<file path="src/rtl/fwd_pkg.sv">
// Shared types and constants for the forwarding scoreboard: the in-flight
// destination record, the register-file select code and the stage-count limit.
package fwd_pkg;

    localparam int FWD_MAX_STAGES = 6;
    // Widest register address the record can carry.
    localparam int FWD_MAX_AW     = 16;
    localparam int FWD_SEL_RF     = 0;

    typedef struct packed {
        logic                  valid;
        logic [FWD_MAX_AW-1:0] rd;
        logic                  regwrite;
        logic                  memread;
    } fwd_rec_t;

    localparam fwd_rec_t FWD_BUBBLE = '0;

    // A record can only be a forwarding source if it really writes a nonzero rd.
    function automatic logic rec_live(input fwd_rec_t rec);
        return rec.valid && rec.regwrite && (rec.rd != '0);
    endfunction

endpackage

</file>
<file path="src/rtl/forwarding_scoreboard_if.sv">
// ID-side bundle of the forwarding scoreboard: pipeline control, the decoded
// ID instruction, and the hazard / forward-select / counter results.
interface forwarding_scoreboard_if #(
    parameter int AW         = 5,
    parameter int NUM_SRC    = 2,
    parameter int FWD_STAGES = 2,
    localparam int SEL_W     = $clog2(FWD_STAGES + 1)
);

    logic                     stall_i;
    logic                     flush_i;
    logic                     id_valid_i;
    logic [NUM_SRC*AW-1:0]    id_rs_i;
    logic [AW-1:0]            id_rd_i;
    logic                     id_regwrite_i;
    logic                     id_memread_i;
    logic                     hazard_stall_o;
    logic [NUM_SRC*SEL_W-1:0] fwd_sel_o;
    logic [31:0]              stall_cnt_o;
    logic [31:0]              fwd_cnt_o;

    modport master (
        output stall_i, flush_i, id_valid_i, id_rs_i, id_rd_i,
               id_regwrite_i, id_memread_i,
        input  hazard_stall_o, fwd_sel_o, stall_cnt_o, fwd_cnt_o
    );

    modport slave (
        input  stall_i, flush_i, id_valid_i, id_rs_i, id_rd_i,
               id_regwrite_i, id_memread_i,
        output hazard_stall_o, fwd_sel_o, stall_cnt_o, fwd_cnt_o
    );

endinterface

</file>
<file path="src/rtl/fwd_match.sv">
// Compares one source address against the in-flight records (index 0 = EX)
// and returns the stage number of the youngest live producer, or 0.
module fwd_match
    import fwd_pkg::*;
#(
    parameter int AW         = 5,
    parameter int FWD_STAGES = 2,
    localparam int SEL_W     = $clog2(FWD_STAGES + 1)
) (
    input  logic [AW-1:0]    rs,
    input  fwd_rec_t         recs [FWD_STAGES],
    output logic [SEL_W-1:0] sel
);

    always_comb begin
        sel = SEL_W'(FWD_SEL_RF);
        // NOTE: blocking assignments in combinational logic; scanning oldest to
        // youngest lets a younger match overwrite an older one.
        for (int j = FWD_STAGES; j >= 1; j--) begin
            if ((rs != '0) && rec_live(recs[j-1]) &&
                (recs[j-1].rd == FWD_MAX_AW'(rs))) begin
                sel = SEL_W'(j);
            end
        end
    end

endmodule

</file>
<file path="src/rtl/forwarding_scoreboard.sv">
// Shift register of in-flight destination records with registered per-source
// forward selects and load-use hold detection. Optional counters: FWD_PERF_EN.
module forwarding_scoreboard
    import fwd_pkg::*;
#(
    parameter int AW         = 5,
    parameter int NUM_SRC    = 2,
    parameter int FWD_STAGES = 2,
    localparam int SEL_W     = $clog2(FWD_STAGES + 1)
) (
    input  logic                    clk_i,
    input  logic                    rst_i,
    forwarding_scoreboard_if.slave  bus
);

    // Records for EX and the following stages that can still forward. The
    // record leaving the deepest forwarding stage is never consulted again,
    // so it is not stored.
    fwd_rec_t                 stage [FWD_STAGES];
    fwd_rec_t                 id_rec;
    logic                     src_hit;
    logic                     hazard;
    logic                     load_bubble;
    logic [SEL_W-1:0]         match_sel [NUM_SRC];
    logic [NUM_SRC*SEL_W-1:0] next_sel;
    logic [NUM_SRC*SEL_W-1:0] sel_q;

    // Load-use: a load in EX whose rd is read by the instruction in ID.
    always_comb begin
        src_hit = 1'b0;
        for (int n = 0; n < NUM_SRC; n++) begin
            if (FWD_MAX_AW'(bus.id_rs_i[n*AW +: AW]) == stage[0].rd) begin
                src_hit = 1'b1;
            end
        end
        hazard = bus.id_valid_i && rec_live(stage[0]) && stage[0].memread &&
                 src_hit && !bus.flush_i;
    end

    assign load_bubble = bus.flush_i || hazard || !bus.id_valid_i;

    always_comb begin
        id_rec          = FWD_BUBBLE;
        id_rec.valid    = 1'b1;
        id_rec.rd       = FWD_MAX_AW'(bus.id_rd_i);
        id_rec.regwrite = bus.id_regwrite_i;
        id_rec.memread  = bus.id_memread_i;
    end

    for (genvar n = 0; n < NUM_SRC; n++) begin : g_match
        fwd_match #(
            .AW         (AW),
            .FWD_STAGES (FWD_STAGES)
        ) u_match (
            .rs   (bus.id_rs_i[n*AW +: AW]),
            .recs (stage),
            .sel  (match_sel[n])
        );
    end

    always_comb begin
        next_sel = '0;
        for (int n = 0; n < NUM_SRC; n++) begin
            next_sel[n*SEL_W +: SEL_W] = match_sel[n];
        end
    end

    // NOTE: the record array is small and its valid bits must clear on reset,
    // so every entry is reset; non-blocking assignments keep the shift ordered.
    always_ff @(posedge clk_i or posedge rst_i) begin
        if (rst_i) begin
            for (int j = 0; j < FWD_STAGES; j++) begin
                stage[j] <= FWD_BUBBLE;
            end
            sel_q <= '0;
        end else if (!bus.stall_i) begin
            for (int j = FWD_STAGES - 1; j >= 1; j--) begin
                stage[j] <= stage[j-1];
            end
            stage[0] <= load_bubble ? FWD_BUBBLE : id_rec;
            sel_q    <= load_bubble ? '0 : next_sel;
        end
    end

    assign bus.hazard_stall_o = hazard;
    assign bus.fwd_sel_o      = sel_q;

`ifdef FWD_PERF_EN
    logic [31:0] stall_cnt;
    logic [31:0] fwd_cnt;

    always_ff @(posedge clk_i or posedge rst_i) begin
        if (rst_i) begin
            stall_cnt <= '0;
            fwd_cnt   <= '0;
        end else if (!bus.stall_i) begin
            if (hazard && (stall_cnt != '1)) begin
                stall_cnt <= stall_cnt + 32'd1;
            end
            if (!load_bubble && (|next_sel) && (fwd_cnt != '1)) begin
                fwd_cnt <= fwd_cnt + 32'd1;
            end
        end
    end

    assign bus.stall_cnt_o = stall_cnt;
    assign bus.fwd_cnt_o   = fwd_cnt;
`else
    assign bus.stall_cnt_o = '0;
    assign bus.fwd_cnt_o   = '0;
`endif

endmodule

</file>
<file path="src/flat_wrapper.sv">
// flat-port wrapper written by rule: the top's interface ports become plain ports
module forwarding_scoreboard_flat import fwd_pkg::*;
#(
    parameter int AW         = 5,
    parameter int NUM_SRC    = 2,
    parameter int FWD_STAGES = 2,
    localparam int SEL_W     = $clog2(FWD_STAGES + 1)
)
  (clk_i, rst_i, bus_stall_i, bus_flush_i, bus_id_valid_i, bus_id_rs_i, bus_id_rd_i, bus_id_regwrite_i, bus_id_memread_i, bus_hazard_stall_o, bus_fwd_sel_o, bus_stall_cnt_o, bus_fwd_cnt_o);
  forwarding_scoreboard_if #(.AW(AW), .NUM_SRC(NUM_SRC), .FWD_STAGES(FWD_STAGES)) bus_i ();
  input  logic clk_i;
  input  logic rst_i;
  input wire logic [$bits(bus_i.stall_i)-1:0] bus_stall_i;
  input wire logic [$bits(bus_i.flush_i)-1:0] bus_flush_i;
  input wire logic [$bits(bus_i.id_valid_i)-1:0] bus_id_valid_i;
  input wire logic [$bits(bus_i.id_rs_i)-1:0] bus_id_rs_i;
  input wire logic [$bits(bus_i.id_rd_i)-1:0] bus_id_rd_i;
  input wire logic [$bits(bus_i.id_regwrite_i)-1:0] bus_id_regwrite_i;
  input wire logic [$bits(bus_i.id_memread_i)-1:0] bus_id_memread_i;
  output wire logic [$bits(bus_i.hazard_stall_o)-1:0] bus_hazard_stall_o;
  output wire logic [$bits(bus_i.fwd_sel_o)-1:0] bus_fwd_sel_o;
  output wire logic [$bits(bus_i.stall_cnt_o)-1:0] bus_stall_cnt_o;
  output wire logic [$bits(bus_i.fwd_cnt_o)-1:0] bus_fwd_cnt_o;
  assign bus_i.stall_i = bus_stall_i;
  assign bus_i.flush_i = bus_flush_i;
  assign bus_i.id_valid_i = bus_id_valid_i;
  assign bus_i.id_rs_i = bus_id_rs_i;
  assign bus_i.id_rd_i = bus_id_rd_i;
  assign bus_i.id_regwrite_i = bus_id_regwrite_i;
  assign bus_i.id_memread_i = bus_id_memread_i;
  assign bus_hazard_stall_o = bus_i.hazard_stall_o;
  assign bus_fwd_sel_o = bus_i.fwd_sel_o;
  assign bus_stall_cnt_o = bus_i.stall_cnt_o;
  assign bus_fwd_cnt_o = bus_i.fwd_cnt_o;
  forwarding_scoreboard #(.AW(AW), .NUM_SRC(NUM_SRC), .FWD_STAGES(FWD_STAGES)) u_core (.clk_i(clk_i), .rst_i(rst_i), .bus(bus_i));
endmodule
</file>
<file path="config.mk">
export PLATFORM = sky130hd
export DESIGN_NAME = forwarding_scoreboard_flat
export DESIGN_NICKNAME = d
export VERILOG_FILES = /design/src/rtl/fwd_pkg.sv /design/src/rtl/forwarding_scoreboard_if.sv /design/src/rtl/fwd_match.sv /design/src/rtl/forwarding_scoreboard.sv /design/src/flat_wrapper.sv
export SDC_FILE = /design/constraint.sdc
export NUM_CORES = 1
export LEC_CHECK = 0
export ABC_AREA = 0
export CAP_MARGIN = 20
export CORE_MARGIN = 2
export CORE_UTILIZATION = 34
export DETAILED_ROUTE_END_ITERATION = 7
export PLACE_DENSITY = 0.77
export RECOVER_POWER = 100
export SLEW_MARGIN = 5
export SYNTH_ARGS = -nofsm -noshare
export SYNTH_HDL_FRONTEND = slang
export SYNTH_SLANG_ARGS = --single-unit
</file>
<file path="constraint.sdc">
create_clock -name clk_i -period 2 [get_ports clk_i]
set_clock_uncertainty 0.1 [all_clocks]
set_input_delay 0.6 -clock clk_i [delete_from_list [all_inputs] [get_ports clk_i]]
set_output_delay 0.6 -clock clk_i [all_outputs]
set_load 0.01 [all_outputs]
</file>
==> metrics.txt <==
commonest non-fill, non-tap cell in the layout conb_1; initial drt markers 27; Placed Area between 0.0015 and 0.002 mm²; Setup Viol. Count Final 1; final instance area roughly 0.0018 mm²; hpwl dp 2.30 mm; crit-path cells or3_1 > o311a_1 > o211ai_2 > nor2_2 > buf_2; io pins 91; commonest non-fill, non-tap cells in the layout conb_1 (64), buf_4 (23), dfrtp_1 (16); initial antenna violation count 0; core footprint around 0.0043 mm²; Top Family by Delay on Critical Path flip-flops; Clk Latency, worst-skew pair around 0.25 ns; critical path buffer and inverter count 1; mux share of post-synthesis cell area roughly 5.3%; initial core utilization between 30% and 40%; Adder-Cell Fraction of Synth Area 0%; Port-buffer cells 26; CP Data Required Time 1.30 ns; Post-Place Cells roughly 250; n_diodes 0; Max stage delay on crit path 0.44 ns; final cycle utilization of the critical path 119%; Worst-Margin Slew ~1.0 ns; startpoint types register; CTS tree yes; Post-Syn Area per Cell slightly below 10 µm²; violated checks negative setup slack; crit end category primary output; Global Route Usage Sum 11.4%; worst vdd ir 0.328 mV; FF+latch count, synth 19; proportion of layout cells with a drive suffix above 1 25.7%; post-synthesis compound-gate area fraction roughly 11%; CTS sink count 19; CTS Buffer Depth 2; status complete, but fails checks; final hold violations 0; main combinational cell family by area after synthesis buffers and inverters; highest clock rate between 0.4 and 0.5 GHz; critical path class reg -> out; residual DRC count 0; yosys warns 0; final cell count without fillers 254; Layout area overhead 22.6%; die width 70.3 µm; TritonCTS buffer count 3; Post-Synth Simple-Gate Area roughly 6.6%; Lkg Pwr between 0.9 and 1 nW; worst-path fanout max 4; routed len/inst 11.7 µm; worst hold slack approximately 0.41 ns; min cycle time layout between 2 and 2.5 ns; H-Tree Level Count 1; GP Congestion 0.861; mapped cell area roughly 0.0015 mm²; pin count of the biggest net entering global routing 20; Vias/cell 4.02; class of the worst hold path reg -> reg; first-pass GRT wire length around 4.4 mm; pwr/cell area slightly above 500 mW/mm²; fin nets about 230; RSZ-0062 raised after global routing true; register area share after synthesis between 30% and 40%; Die Span Y about 70 µm; Die Area between 0.004 and 0.005 mm²; cts hold-fix bufs 0; clock root cell clkbuf_8; grt total ovfl 0; Distinct cells, synth 25; Arrival @ worst endpoint between 1.5 and 2 ns; Placement Rows 24; Routed Antenna Nets 0; First-pass DRT Iterations 4; final worst slack -0.382 ns; highest-delay cell along the critical path dfrtp_2; max-cap check violation count 0; vias in the first global route 959; final slew viol count 0; clock transition at the registers of the reported paths about 0.070 ns; post-synthesis xor/xnor area fraction between 10% and 20%; Routed WL 2.97 mm; setup slack at placement -1.11 ns; Mapped Cells between 150 and 200; max_slew headroom between 30% and 40%; Via Count between 1,000 and 1,500
==> synth_stat cells, drive strengths merged <==
cell	number	share of area, %
nand2b	1	0.42
dfrtp	19	32
xnor2	11	6.4
nand3	3	1.0
buf	65	33
o211ai	1	0.84
o311a	1	0.67
o311ai	1	0.59
and3	2	1.0
a22o	3	1.8
nor2	3	0.75
or3	2	0.84
xor2	8	4.7
clkbuf	3	0.75
inv	1	0.25
nor4	2	0.84
nor3	4	1.3
conb	1	0.25
nand4	1	0.42
a21oi	2	0.67
a32o	9	6.1
mux2	7	5.3
a211oi	1	0.50
==> state kept, by name, indices dropped and copies added, names as in the netlist <==
name,flops
u_core.stage,15
u_core.bus.fwd_sel_o,4
==> power by group <==
| group | switching [mW] | internal (mW) | total [mW] | leakage, nW |
|---|---|---|---|---|
| Combinational | 0.133 | 0.115 | 0.248 | 0.674 |
| Sequential | 0.0237 | 0.406 | 0.429 | 0.253 |
| Clock | 0.118 | 0.141 | 0.259 | 0.0228 |
| Total | 0.275 | 0.662 | 0.937 | 0.949 |
==> layer usage <==
metal / GRT usage, % / wire length [µm]
met5: 0 / 0
met4: 3.21 / 14
met3: 2.74 / 196
met2: 19.3 / 1480
met1: 14.3 / 1280
==> area by class of cell <==
cell class	count	area, µm²
multi-input combinational	126	798
clock buffer	4	45.0
tap	52	65.1
fill	429	2460
sequential	19	479
inverter	1	3.75
timing repair buffer	52	443
==> cell families after synthesis <==
logic type | Yosys count
multiplexers | 7
AO/OA/AOI/OAI | 18
other | 1
buffers and inverters | 69
XOR/XNOR | 19
AND/OR/NAND/NOR | 18
flip-flops | 19
==> worst register-to-register path, cell delays in order, from the launching register on <==
cell	delay [ns]
dfrtp_2	0.44
or3_1	0.37
o311a_1	0.33
buf_4	0.16
a211oi_1	0.28
a32o_1	0.21
==> per-stage QoR <==
step                TNS (ns)  power, mW  utilization [%]
global placement       -6.08      0.668             40.7
global route          -0.588      0.984             42.7
CTS                   -0.410      0.934             42.0
floorplan             -0.133      0.660                -
detailed placement     -6.08      0.673             40.7
finish                -0.382      0.937             42.7
==> final timing paths <==
| kind | endpoint | slack, ns | start | depth (start not counted) |
|---|---|---|---|---|
| setup reg to reg | u_core.bus.fwd_sel_o[1] | 0.04 | u_core.stage[25] | 5 |
| max in group asynchronous | u_core.stage[22] | 0.25 | rst_i | 3 |
| min in group asynchronous | u_core.stage[20] | 0.86 | rst_i | 3 |
| hold / removal | u_core.bus.fwd_sel_o[3] | 0.41 | u_core.bus.fwd_sel_o[3] | 1 |
| setup / recovery | bus_hazard_stall_o | -0.38 | u_core.stage[25] | 5 |
| hold reg to reg | u_core.bus.fwd_sel_o[3] | 0.41 | u_core.bus.fwd_sel_o[3] | 1 |
==> repair_timing <==
| action | CTS | global route |
|---|---|---|
| gates resized for setup | 31 | 2 |
| endpoints found under the setup margin | 13 | 2 |
| buffers inserted | 0 | 2 |
| pin swaps | 12 | 4 |
Power figures use the tool's default switching activity.
